`src/rtl/bkm_check_scoreboard_if.sv`:
```
// bkm_check_scoreboard_if
//   This interface carries the data-step checker's sample bus into the scoreboard,
//   and it carries the report handshake back out again.
//   Ports:
//     master : the checker/consumer side. It drives the sample fields and report_ready,
//              and it reads report_valid.
//     slave  : the scoreboard side. It reads the sample fields and report_ready,
//              and it drives report_valid.
//   Signals:
//     sample_valid             : err/war/delta are valid this cycle
//     err_X, war_X, err_Y, war_Y : per-lane error/warning flags
//     delta_X, delta_Y         : W-bit two's-complement expected-minus-obtained
//     report_valid/report_ready: final-statistics handshake
interface bkm_check_scoreboard_if #(
  parameter int W = 64
);
  logic         sample_valid;
  logic         err_X;
  logic         war_X;
  logic         err_Y;
  logic         war_Y;
  logic [W-1:0] delta_X;
  logic [W-1:0] delta_Y;
  logic         report_valid;
  logic         report_ready;

  modport master (
    output sample_valid, err_X, war_X, err_Y, war_Y, delta_X, delta_Y, report_ready,
    input  report_valid
  );

  modport slave (
    input  sample_valid, err_X, war_X, err_Y, war_Y, delta_X, delta_Y, report_ready,
    output report_valid
  );
endinterface

```
`src/rtl/bkm_check_scoreboard.sv`:
```
// bkm_check_scoreboard
//   This block accumulates the per-sample error/warning flags and the |delta| maxima
//   produced by the data-step checker over one run. A run is the span from start to stop.
//   When the run ends, the block holds the final statistics behind a valid/ready handshake.
//   Ports:
//     clk, srst          : clock, synchronous active-high reset
//     start, stop        : single-cycle run control pulses
//     bus (slave)        : sample bus in, report_valid out, report_ready in
//     busy               : state is RUN
//     n_samples, n_err_X, n_war_X, n_err_Y, n_war_Y : CW-bit saturating counters
//     max_dX, max_dY     : largest unsigned |delta| seen per lane
//     first_err_idx/lane/valid : index and {Y,X} flags of the first error sample
//     pass               : the run ended with at least one sample and no errors
module bkm_check_scoreboard #(
  parameter int W  = 64,
  parameter int CW = 32
) (
  input  logic          clk,
  input  logic          srst,
  input  logic          start,
  input  logic          stop,
  bkm_check_scoreboard_if.slave bus,
  output logic          busy,
  output logic [CW-1:0] n_samples,
  output logic [CW-1:0] n_err_X,
  output logic [CW-1:0] n_war_X,
  output logic [CW-1:0] n_err_Y,
  output logic [CW-1:0] n_war_Y,
  output logic [W-1:0]  max_dX,
  output logic [W-1:0]  max_dY,
  output logic [CW-1:0] first_err_idx,
  output logic [1:0]    first_err_lane,
  output logic          first_err_valid,
  output logic          pass
);

  typedef enum logic [1:0] {IDLE, RUN, DONE} state_t;

  localparam logic [CW-1:0] CNT_MAX = '1;

  state_t state, state_nxt;

  // ------------------------------------------------------------------
  // FSM: state register
  // ------------------------------------------------------------------
  // NOTE: sequential state uses non-blocking (<=) so every flop samples pre-edge values.
  always_ff @(posedge clk) begin
    if (srst) state <= IDLE;
    else      state <= state_nxt;
  end

  // ------------------------------------------------------------------
  // FSM: next-state logic
  // In IDLE, start takes priority over stop. In RUN, stop takes priority over start.
  // ------------------------------------------------------------------
  always_comb begin
    // NOTE: assign a default before the case; otherwise an uncovered path infers a latch.
    state_nxt = state;
    unique case (state)
      IDLE:    if (start)            state_nxt = RUN;
      RUN:     if (stop)             state_nxt = DONE;
      DONE:    if (bus.report_ready) state_nxt = IDLE;
      default:                       state_nxt = IDLE;
    endcase
  end

  // ------------------------------------------------------------------
  // FSM: outputs
  // ------------------------------------------------------------------
  always_comb begin
    busy             = (state == RUN);
    bus.report_valid = (state == DONE);
  end

  // ------------------------------------------------------------------
  // Datapath control
  // ------------------------------------------------------------------
  logic run_clear;   // statistics are zeroed because a run is (re)starting
  logic accept;      // this cycle's sample is folded into the statistics
  logic finish;      // RUN -> DONE on this edge

  always_comb begin
    run_clear = ((state == IDLE) && start) || ((state == RUN) && start && !stop);
    // A restart inside RUN discards the sample of that cycle. A stop keeps its sample.
    accept    = (state == RUN) && bus.sample_valid && !(start && !stop);
    finish    = (state == RUN) && stop;
  end

  function automatic logic [CW-1:0] sat_inc(input logic [CW-1:0] cnt, input logic en);
    return (en && (cnt != CNT_MAX)) ? cnt + CW'(1) : cnt;
  endfunction

  // Two's-complement magnitude in W bits. The most negative value maps to 2^(W-1),
  // which fits in W unsigned bits.
  function automatic logic [W-1:0] abs_w(input logic [W-1:0] d);
    return d[W-1] ? (~d + W'(1)) : d;
  endfunction

  logic [CW-1:0] n_samples_nxt, n_err_X_nxt, n_war_X_nxt, n_err_Y_nxt, n_war_Y_nxt;
  logic [W-1:0]  abs_dX, abs_dY;
  logic          any_err;

  always_comb begin
    n_samples_nxt = sat_inc(n_samples, accept);
    // An error on a lane hides that lane's warning for the same sample.
    n_err_X_nxt   = sat_inc(n_err_X, accept &&  bus.err_X);
    n_war_X_nxt   = sat_inc(n_war_X, accept && !bus.err_X && bus.war_X);
    n_err_Y_nxt   = sat_inc(n_err_Y, accept &&  bus.err_Y);
    n_war_Y_nxt   = sat_inc(n_war_Y, accept && !bus.err_Y && bus.war_Y);
    abs_dX        = abs_w(bus.delta_X);
    abs_dY        = abs_w(bus.delta_Y);
    any_err       = bus.err_X || bus.err_Y;
  end

  // ------------------------------------------------------------------
  // Statistics registers. They are held from DONE through IDLE until the next start.
  // ------------------------------------------------------------------
  always_ff @(posedge clk) begin
    if (srst || run_clear) begin
      n_samples       <= '0;
      n_err_X         <= '0;
      n_war_X         <= '0;
      n_err_Y         <= '0;
      n_war_Y         <= '0;
      max_dX          <= '0;
      max_dY          <= '0;
      first_err_idx   <= '0;
      first_err_lane  <= '0;
      first_err_valid <= 1'b0;
      pass            <= 1'b0;
    end else begin
      n_samples <= n_samples_nxt;
      n_err_X   <= n_err_X_nxt;
      n_war_X   <= n_war_X_nxt;
      n_err_Y   <= n_err_Y_nxt;
      n_war_Y   <= n_war_Y_nxt;
      if (accept && (abs_dX > max_dX)) max_dX <= abs_dX;
      if (accept && (abs_dY > max_dY)) max_dY <= abs_dY;
      // The first error captures the sample index before the increment,
      // and the capture stays frozen for the rest of the run.
      if (accept && any_err && !first_err_valid) begin
        first_err_idx   <= n_samples;
        first_err_lane  <= {bus.err_Y, bus.err_X};
        first_err_valid <= 1'b1;
      end
      // The verdict uses the post-update counts, so it includes the stop-cycle sample.
      if (finish)
        pass <= (n_samples_nxt != '0) && (n_err_X_nxt == '0) && (n_err_Y_nxt == '0);
    end
  end

endmodule
```
`src/flat_wrapper.sv`:
```
// flat-port wrapper written by rule: the top's interface ports become plain ports
module bkm_check_scoreboard_flat 
#(
  parameter int W  = 64,
  parameter int CW = 32
)
  (clk, srst, start, stop, busy, n_samples, n_err_X, n_war_X, n_err_Y, n_war_Y, max_dX, max_dY, first_err_idx, first_err_lane, first_err_valid, pass, bus_sample_valid, bus_err_X, bus_war_X, bus_err_Y, bus_war_Y, bus_delta_X, bus_delta_Y, bus_report_ready, bus_report_valid);
  bkm_check_scoreboard_if #(.W(W)) bus_i ();
  input  logic clk;
  input  logic srst;
  input  logic start;
  input  logic stop;
  output logic busy;
  output logic [CW-1:0] n_samples;
  output logic [CW-1:0] n_err_X;
  output logic [CW-1:0] n_war_X;
  output logic [CW-1:0] n_err_Y;
  output logic [CW-1:0] n_war_Y;
  output logic [W-1:0] max_dX;
  output logic [W-1:0] max_dY;
  output logic [CW-1:0] first_err_idx;
  output logic [1:0] first_err_lane;
  output logic first_err_valid;
  output logic pass;
  input wire logic [$bits(bus_i.sample_valid)-1:0] bus_sample_valid;
  input wire logic [$bits(bus_i.err_X)-1:0] bus_err_X;
  input wire logic [$bits(bus_i.war_X)-1:0] bus_war_X;
  input wire logic [$bits(bus_i.err_Y)-1:0] bus_err_Y;
  input wire logic [$bits(bus_i.war_Y)-1:0] bus_war_Y;
  input wire logic [$bits(bus_i.delta_X)-1:0] bus_delta_X;
  input wire logic [$bits(bus_i.delta_Y)-1:0] bus_delta_Y;
  input wire logic [$bits(bus_i.report_ready)-1:0] bus_report_ready;
  output wire logic [$bits(bus_i.report_valid)-1:0] bus_report_valid;
  assign bus_i.sample_valid = bus_sample_valid;
  assign bus_i.err_X = bus_err_X;
  assign bus_i.war_X = bus_war_X;
  assign bus_i.err_Y = bus_err_Y;
  assign bus_i.war_Y = bus_war_Y;
  assign bus_i.delta_X = bus_delta_X;
  assign bus_i.delta_Y = bus_delta_Y;
  assign bus_i.report_ready = bus_report_ready;
  assign bus_report_valid = bus_i.report_valid;
  bkm_check_scoreboard #(.W(W), .CW(CW)) u_core (.clk(clk), .srst(srst), .start(start), .stop(stop), .bus(bus_i), .busy(busy), .n_samples(n_samples), .n_err_X(n_err_X), .n_war_X(n_war_X), .n_err_Y(n_err_Y), .n_war_Y(n_war_Y), .max_dX(max_dX), .max_dY(max_dY), .first_err_idx(first_err_idx), .first_err_lane(first_err_lane), .first_err_valid(first_err_valid), .pass(pass));
endmodule
```
`config.mk`:
```
export PLATFORM = sky130hd
export DESIGN_NAME = bkm_check_scoreboard_flat
export DESIGN_NICKNAME = d
export VERILOG_FILES = /design/src/rtl/bkm_check_scoreboard_if.sv /design/src/rtl/bkm_check_scoreboard.sv /design/src/flat_wrapper.sv
export SDC_FILE = /design/constraint.sdc
export NUM_CORES = 1
export LEC_CHECK = 0
export ABC_AREA = 1
export BUFFER_PORTS_ARGS = -buffer_cell sky130_fd_sc_hd__buf_2
export CORE_ASPECT_RATIO = 0.7
export CORE_MARGIN = 10
export CORE_UTILIZATION = 61
export DETAILED_ROUTE_END_ITERATION = 6
export GPL_TIMING_DRIVEN = 0
export PLACE_DENSITY = 0.91
export SLEW_MARGIN = 25
export SYNTH_ARGS = -nofsm -noshare
export SYNTH_HDL_FRONTEND = slang
export SYNTH_SLANG_ARGS = --single-unit
```
`constraint.sdc`:
```
create_clock -name clk -period 7.72 [get_ports clk]
set_input_delay 1.544 -clock clk [delete_from_list [all_inputs] [get_ports clk]]
set_output_delay 1.544 -clock clk [all_outputs]
set_load 0.1 [all_outputs]
```
==> results.yml, run 1 <==
critical_path:
  critPathLaunchType: "primary input"
  crit_path_frequent_cell: "nand2_1"
  cp_max_fo: 10
  critPathRequiredTime_ps: 8200
  cp_slowest_cell: "nor4_1"
  crit_chain: "buf_2 -> nor2_1 -> nand4_1 -> nor3_2 -> nand2_1 -> nor2_2 -> nand2_1 -> nor2_1 -> nand3b_1 -> nand2_1 -> nand2_1 -> o21ai_0 -> inv_1 -> ha_1 -> nand2_1 -> nor3_1 -> nand2_1 -> nor4_1 -> a31oi_1 -> nand2_1 -> buf_4 -> buf_4 -> nand2_1 -> a21oi_1"
  crit_type: "primary input to flop"
  end_kind: "flop"
  critPathArrivalTime_ps: 6920
  crit_buf_inv: 4
  cpPeakStageDelay_ps: 670
  crit_family: "simple AND/OR/NAND/NOR gates"
clock_network:
  path_clk_slew_ps: 70
  cts_tree: "yes"
  numClockSinks: 326
  clockBufferDepth: 3
  cts_hold_buf: 0
  cts_buffers: 35
  cts-root-buf: "clkbuf_16"
  htree_levels: 2
  cts.repair.resized: 0
  postCtsSetupBuffers: 0
  clk_latency_ps: 550
synthesis:
  async_flop_share: 0
  synth_common_cells: "nand2_1, nor2_1, inv_1"
  ys_seq_elements: 326
  yosysTopAreaCellShare: 0.2785
  synth_cell_types: 50
  yosysMostFrequentCell: "nand2_1"
  ys_seq_area_frac: 0.2785
  synth_nets: 4124
  syn-cell-area_sq_mm: 0.02343
  yosys_warnings: 0
  synth_flop_cell: "dfxtp_1"
  synth_edf_count: 0
  synth_area_leaders: "dfxtp_1, nand2_1, nor2_1"
  synth_top_area_cell: "dfxtp_1"
  netlist_instances: 3851
  syn_area_per_cell_sq_um: 6.084
timing:
  setup_ws_ps: 1280
  clock_skew_ps: 17.59
  slew_violations: 0
  rsz0062_at_grt: "false"
  layout_min_cycle_time_ps: 6440
  hold_viol_final: 0
  fin_setup_tns_ps: 0
  max_slew_margin: 0.3037
  whs_ps: 446.3
  max_freq_mhz: 155.3
  finalCritPeriodShare: 0.8342
  finalSetupViolations: 0
  tightest_slew_ps: 1044
global_route:
  grt_max_degree: 16
  grt_use_total: 0.3685
  grt_pass1_vias: 25420
  overflow: 0
  antenna_found_initial: 14
  grt_pass1_wl_mm: 139.0
layout:
  fin_cells: 4878
  fill_cells: 3280
  drive_above_1_share: 0.1328
  ff_latch_area_sq_mm: 0.006526
  multiInputGateArea_sq_mm: 0.01432
  area_delta_synth_final_pct: 17.82
  stdcell_area_sq_mm: 0.02761
  layout.nets: 4623
run:
  drv_cap: 0
place:
  pre_cts_slack_ps: 1012
  place_area_sq_mm: 0.02636
  dp.final_hpwl_mm: 71.36
  io_buffers: 462
  routabilityCongestion: 1.063
  place_inst: 4801
floorplan:
  die_h_microns: 184.0
  ios: 464
  die_area_sq_mm: 0.04677
  rows: 59
  initial_core_util: 0.6248
  die_w_microns: 254.2
  core_sq_mm: 0.03750
routing:
  antenna_left: 0
  viasPerCell: 5.743
  dr.pass1.iters: 6
  wl_per_cell_microns: 18.49
  drcViolationCount: 0
  drt_wl_total_mm: 90.18
  vias: 28010
  drtIter0Drc: 3395
power:
  combPwrFrac: 0.192
  leakagePower_uw: 0.01208
  intPower_uw: 2966
  p_per_area_mw_per_mm2: 157.8
  p_sw_frac: 0.3192
  seqPwrFrac: 0.394
  ir_drop_v: 0.0001787
  clkPwrFrac: 0.414
  switchingPower_uw: 1391
outcome:
  outcome: "completed"
hold_path:
  holdCritPathClass: "flop to flop"
-- final timing paths --
kind | endpoint | start | slack [ps] | cells after the start
worst max register to register | u_core.max_dX[48] | u_core.max_dX[63] | 3900 | 14
worst max-delay path | u_core.max_dX[48] | bus_delta_X[2] | 1280 | 24
worst min-delay path | u_core.first_err_idx[24] | u_core.first_err_idx[24] | 450 | 2
worst min register to register | u_core.first_err_idx[24] | u_core.first_err_idx[24] | 450 | 2
-- power groups by stage --
stage	logic, uW	registers, uW	clock network, uW
2_1_floorplan	428	1890	0
6_report	836	1720	1800
3_5_place_dp	807	1750	0
3_3_place_gp	789	1750	0
4_1_cts	815	1720	1800
5_1_grt	910	1720	1870
-- placed cells by master, fill, tap and decap left out, types with 9 or more instances in the layout --
master       n
diode_2     15
clkbuf_1    84
nand2_1    991
nor4_1      19
xnor2_1     40
nor2_1     559
xor2_1      98
buf_2      480
nand3_1    290
clkbuf_16   36
nor3b_1      9
dfxtp_1    326
nor3_1      79
ha_1       135
nand3b_1    25
a21oi_1    313
o21ai_0    134
nand4_1     86
inv_1      552
-- flip-flops by register name, indices dropped and copies added, names as in the netlist --
register,cells
u_core.max_dX,64
u_core.max_dY,64
u_core.first_err_idx,32
u_core.n_err_X,32
u_core.n_err_Y,32
u_core.n_samples,32
u_core.n_war_X,32
u_core.n_war_Y,32
u_core.first_err_lane,2
u_core.state,2
u_core.first_err_valid,1
u_core.pass,1
-- layout make-up --
class | instances | area share
Buffer | 115 | 0.01827
Tap cell | 488 | 0.02212
Antenna cell | 15 | 0.001360
Inverter | 557 | 0.07583
Clock buffer | 46 | 0.03653
Multi-Input combinational cell | 2853 | 0.5186
Timing Repair Buffer | 462 | 0.08376
Clock inverter | 16 | 0.007161
Sequential cell | 326 | 0.2364
-- per-stage QoR --
step / util / total power (uW)
floorplan: - / 2322
global placement: 0.7027 / 2542
detailed placement: 0.7029 / 2561
CTS: 0.7351 / 4335
global route: 0.7357 / 4502
finish: 0.7361 / 4356
-- tightest hold or removal path: cells and delay by family (launching register included) --
family                 cells  cell delay [ps]
AO/OA/AOI/OAI              1               50
buffers and inverters      1               50
flip-flops                 1              310
-- routing by layer --
layer	routed length, microns	track usage	share of wire	up-vias
li1	-	-	-	13340
met4	4830	0.1944	0.054	4
met1	36950	0.4987	0.41	12550
met5	21	0	0.00023	-
met2	36490	0.5252	0.40	1800
met3	11870	0.09816	0.13	314
-- cell families (layout without fill, tap and decap cells) --
logic type | Yosys count | count (layout) | share of synthesized area
flops | 326 | 326 | 0.2785
xor+xnor | 138 | 138 | 0.05159
other cells | 0 | 15 | 0
compound gates | 489 | 489 | 0.1088
buf+inv | 672 | 1196 | 0.1108
simple gates | 2091 | 2091 | 0.3782
fa+ha+maj | 135 | 135 | 0.07209
No activity file was read; power rests on OpenSTA's default activity.
==> run 2: changes to the inputs <==
--- a/config.mk
+++ b/config.mk
@@ -9,10 +9,10 @@
 export BUFFER_PORTS_ARGS = -buffer_cell sky130_fd_sc_hd__buf_2
 export CORE_ASPECT_RATIO = 0.7
 export CORE_MARGIN = 10
-export CORE_UTILIZATION = 61
+export CORE_UTILIZATION = 51
 export DETAILED_ROUTE_END_ITERATION = 6
 export GPL_TIMING_DRIVEN = 0
-export PLACE_DENSITY = 0.91
+export PLACE_DENSITY = 0.82
 export SLEW_MARGIN = 25
 export SYNTH_ARGS = -nofsm -noshare
 export SYNTH_HDL_FRONTEND = slang
==> constraint.sdc (replaced) <==
create_clock -name clk -period 5.41 [get_ports clk]
set_input_delay 1.082 -clock clk [delete_from_list [all_inputs] [get_ports clk]]
set_output_delay 1.082 -clock clk [all_outputs]
set_load 0.1 [all_outputs]
==> run 2 against run 1 <==
Sequential power rose by 42%. Cell area rose by 0.74%. Clock-buffer cell count rose by 4. Clock skew rose by 1.1 ps. Wire length barely moved.
==> results.yml, run 2 (synthesis gave the netlist of run 1 again) <==
timing:
  whs_ps: 443.9
  hold_viol_final: 0
  finalCritPeriodShare: 0.9479
  layout_min_cycle_time_ps: 5128
  clock_skew_ps: 18.71
  max_freq_mhz: 195.0
  rsz0062_at_grt: "false"
  fin_setup_tns_ps: 0
  tightest_slew_ps: 990.2
  slew_violations: 0
  finalSetupViolations: 0
  max_slew_margin: 0.3399
critical_path:
  crit_path_end: "u_core.max_dX[37]"
  critPathArrivalTime_ps: 5620
  r2r-end: "u_core.n_samples[0]"
  rr_worst_depth: 7
  crit_start: "bus_delta_X[0]"
  end_kind: "flop"
  cp_max_fo: 10
  crit_type: "primary input to flop"
  r2r_start: "u_core.state[1]"
  reg2reg_setup_slack_ps: 1990
  critPathLaunchType: "primary input"
  critPathRequiredTime_ps: 5900
floorplan:
  die_h_microns: 199.3
  initial_core_util: 0.5182
  die_w_microns: 276.2
  die_area_sq_mm: 0.05505
  ios: 464
  rows: 65
  core_sq_mm: 0.04522
place:
  dp.final_hpwl_mm: 72.40
  io_buffers: 462
  routabilityCongestion: 1.023
  place_inst: 4916
  place_area_sq_mm: 0.02650
layout:
  layout.nets: 4625
  final_common_cell: "nand2_1"
  drive_above_1_share: 0.1352
  utilization: 0.6150
  fin_cells: 4994
  stdcell_area_sq_mm: 0.02781
  most-common-layout-cells: "nand2_1, nor2_1, inv_1, buf_2, dfxtp_1"
  reg.largest.list: "u_core.max_dX: 64 flops, u_core.max_dY: 64 flops"
  area_delta_synth_final_pct: 18.69
  fill_cells: 4481
outcome:
  outcome: "completed"
global_route:
  grt_pass1_vias: 24810
  overflow: 0
  grt_use_total: 0.3119
  grt_pass1_wl_mm: 138.6
  antenna_found_initial: 13
  grt_max_degree: 16
routing:
  drtIter0Drc: 2762
  wl_per_cell_microns: 18.06
  vias: 27200
  drcViolationCount: 0
  dr.pass1.iters: 6
  viasPerCell: 5.446
  drt_wl_total_mm: 90.19
  antenna_left: 0
run:
  drv_cap: 0
clock_network:
  clockBufferDepth: 3
  path_clk_slew_ps: 60
  clk_latency_ps: 570
  numClockSinks: 326
  htree_levels: 2
  cts-root-buf: "clkbuf_16"
  cts_tree: "yes"
  cts_buffers: 36
hold_path:
  holdCritPathClass: "flop to flop"
power:
  leakagePower_uw: 0.01213
  p_per_area_mw_per_mm2: 221.7
  ir_drop_v: 0.0002234
run 2: final cells by class:
cell class | count | area (sq um) | area share
clock inverter | 14 | 116.4 | 0.004184
tap | 603 | 754.5 | 0.02713
antenna | 13 | 32.53 | 0.001170
sequential | 326 | 6526 | 0.2347
clock buffer | 50 | 1055 | 0.03793
buffer | 115 | 505.5 | 0.01818
timing repair buffer | 463 | 2320 | 0.08342
inverter | 557 | 2093 | 0.07527
multi-input combinational | 2853 | 14410 | 0.5180
run 2: worst min-delay path by stage:
stage	cells after the start	start	slack, ps	end
6_report	2	u_core.first_err_idx[19]	440	u_core.first_err_idx[19]
5_1_grt	2	u_core.first_err_idx[10]	470	u_core.first_err_idx[10]
4_1_cts	2	u_core.first_err_idx[29]	440	u_core.first_err_idx[29]
3_5_place_dp	2	u_core.first_err_idx[29]	430	u_core.first_err_idx[29]
3_3_place_gp	2	u_core.first_err_idx[12]	430	u_core.first_err_idx[12]
2_1_floorplan	2	u_core.state[0]	490	u_core.state[0]
run 2: power by group:
part	total (uW)	leakage (uW)	internal (uW)	switching (uW)
Combinational	1190	0.00892	329	863
Sequential	2450	0.00263	2430	21.1
Clock	2520	0.000584	1420	1100
Total	6170	0.0121	4180	1990
run 2: critical path, cell delays in order:
cell and delay [ps]:
buf_2 120, inv_1 100, ha_1 170, nand2_1 90
inv_1 110, nand2_1 150, nor2_1 220, nand2_1 120
inv_1 110, nand2_1 80, nor3_1 370, nor2_1 110
xnor2_1 200, inv_1 90, ha_1 280, nand2_1 60
or4_1 560, nor2_1 340, nand2_1 90, nand2_1 110
nand2_1 70, nand2_2 220, buf_2 320, buf_4 250
a21oi_1 80, nor2_1 110
run 2: routing by layer:
metal	GRT usage	up-vias	part of all wire
met5	0	-	0.00026
met4	0.1020	4	0.031
met3	0.08694	154	0.12
met2	0.4589	1350	0.41
met1	0.4318	12360	0.44
li1	-	13330	-
run 2: stage by stage:
step / setup WS [ps] / power, uW
final: 281.9 / 6165
after CTS: 36.16 / 6181
after detailed placement: -929.5 / 3661
after global placement: -962.6 / 3644
after floorplan: 1024 / 3313
after global routing: 52.80 / 6416
run 2: what timing repair did:
action,4_1_cts,5_1_grt
setup buffers,0,1
hold buffers,0,0
pin swaps,0,2
setup endpoints to repair,64,128
resized for setup,2,17
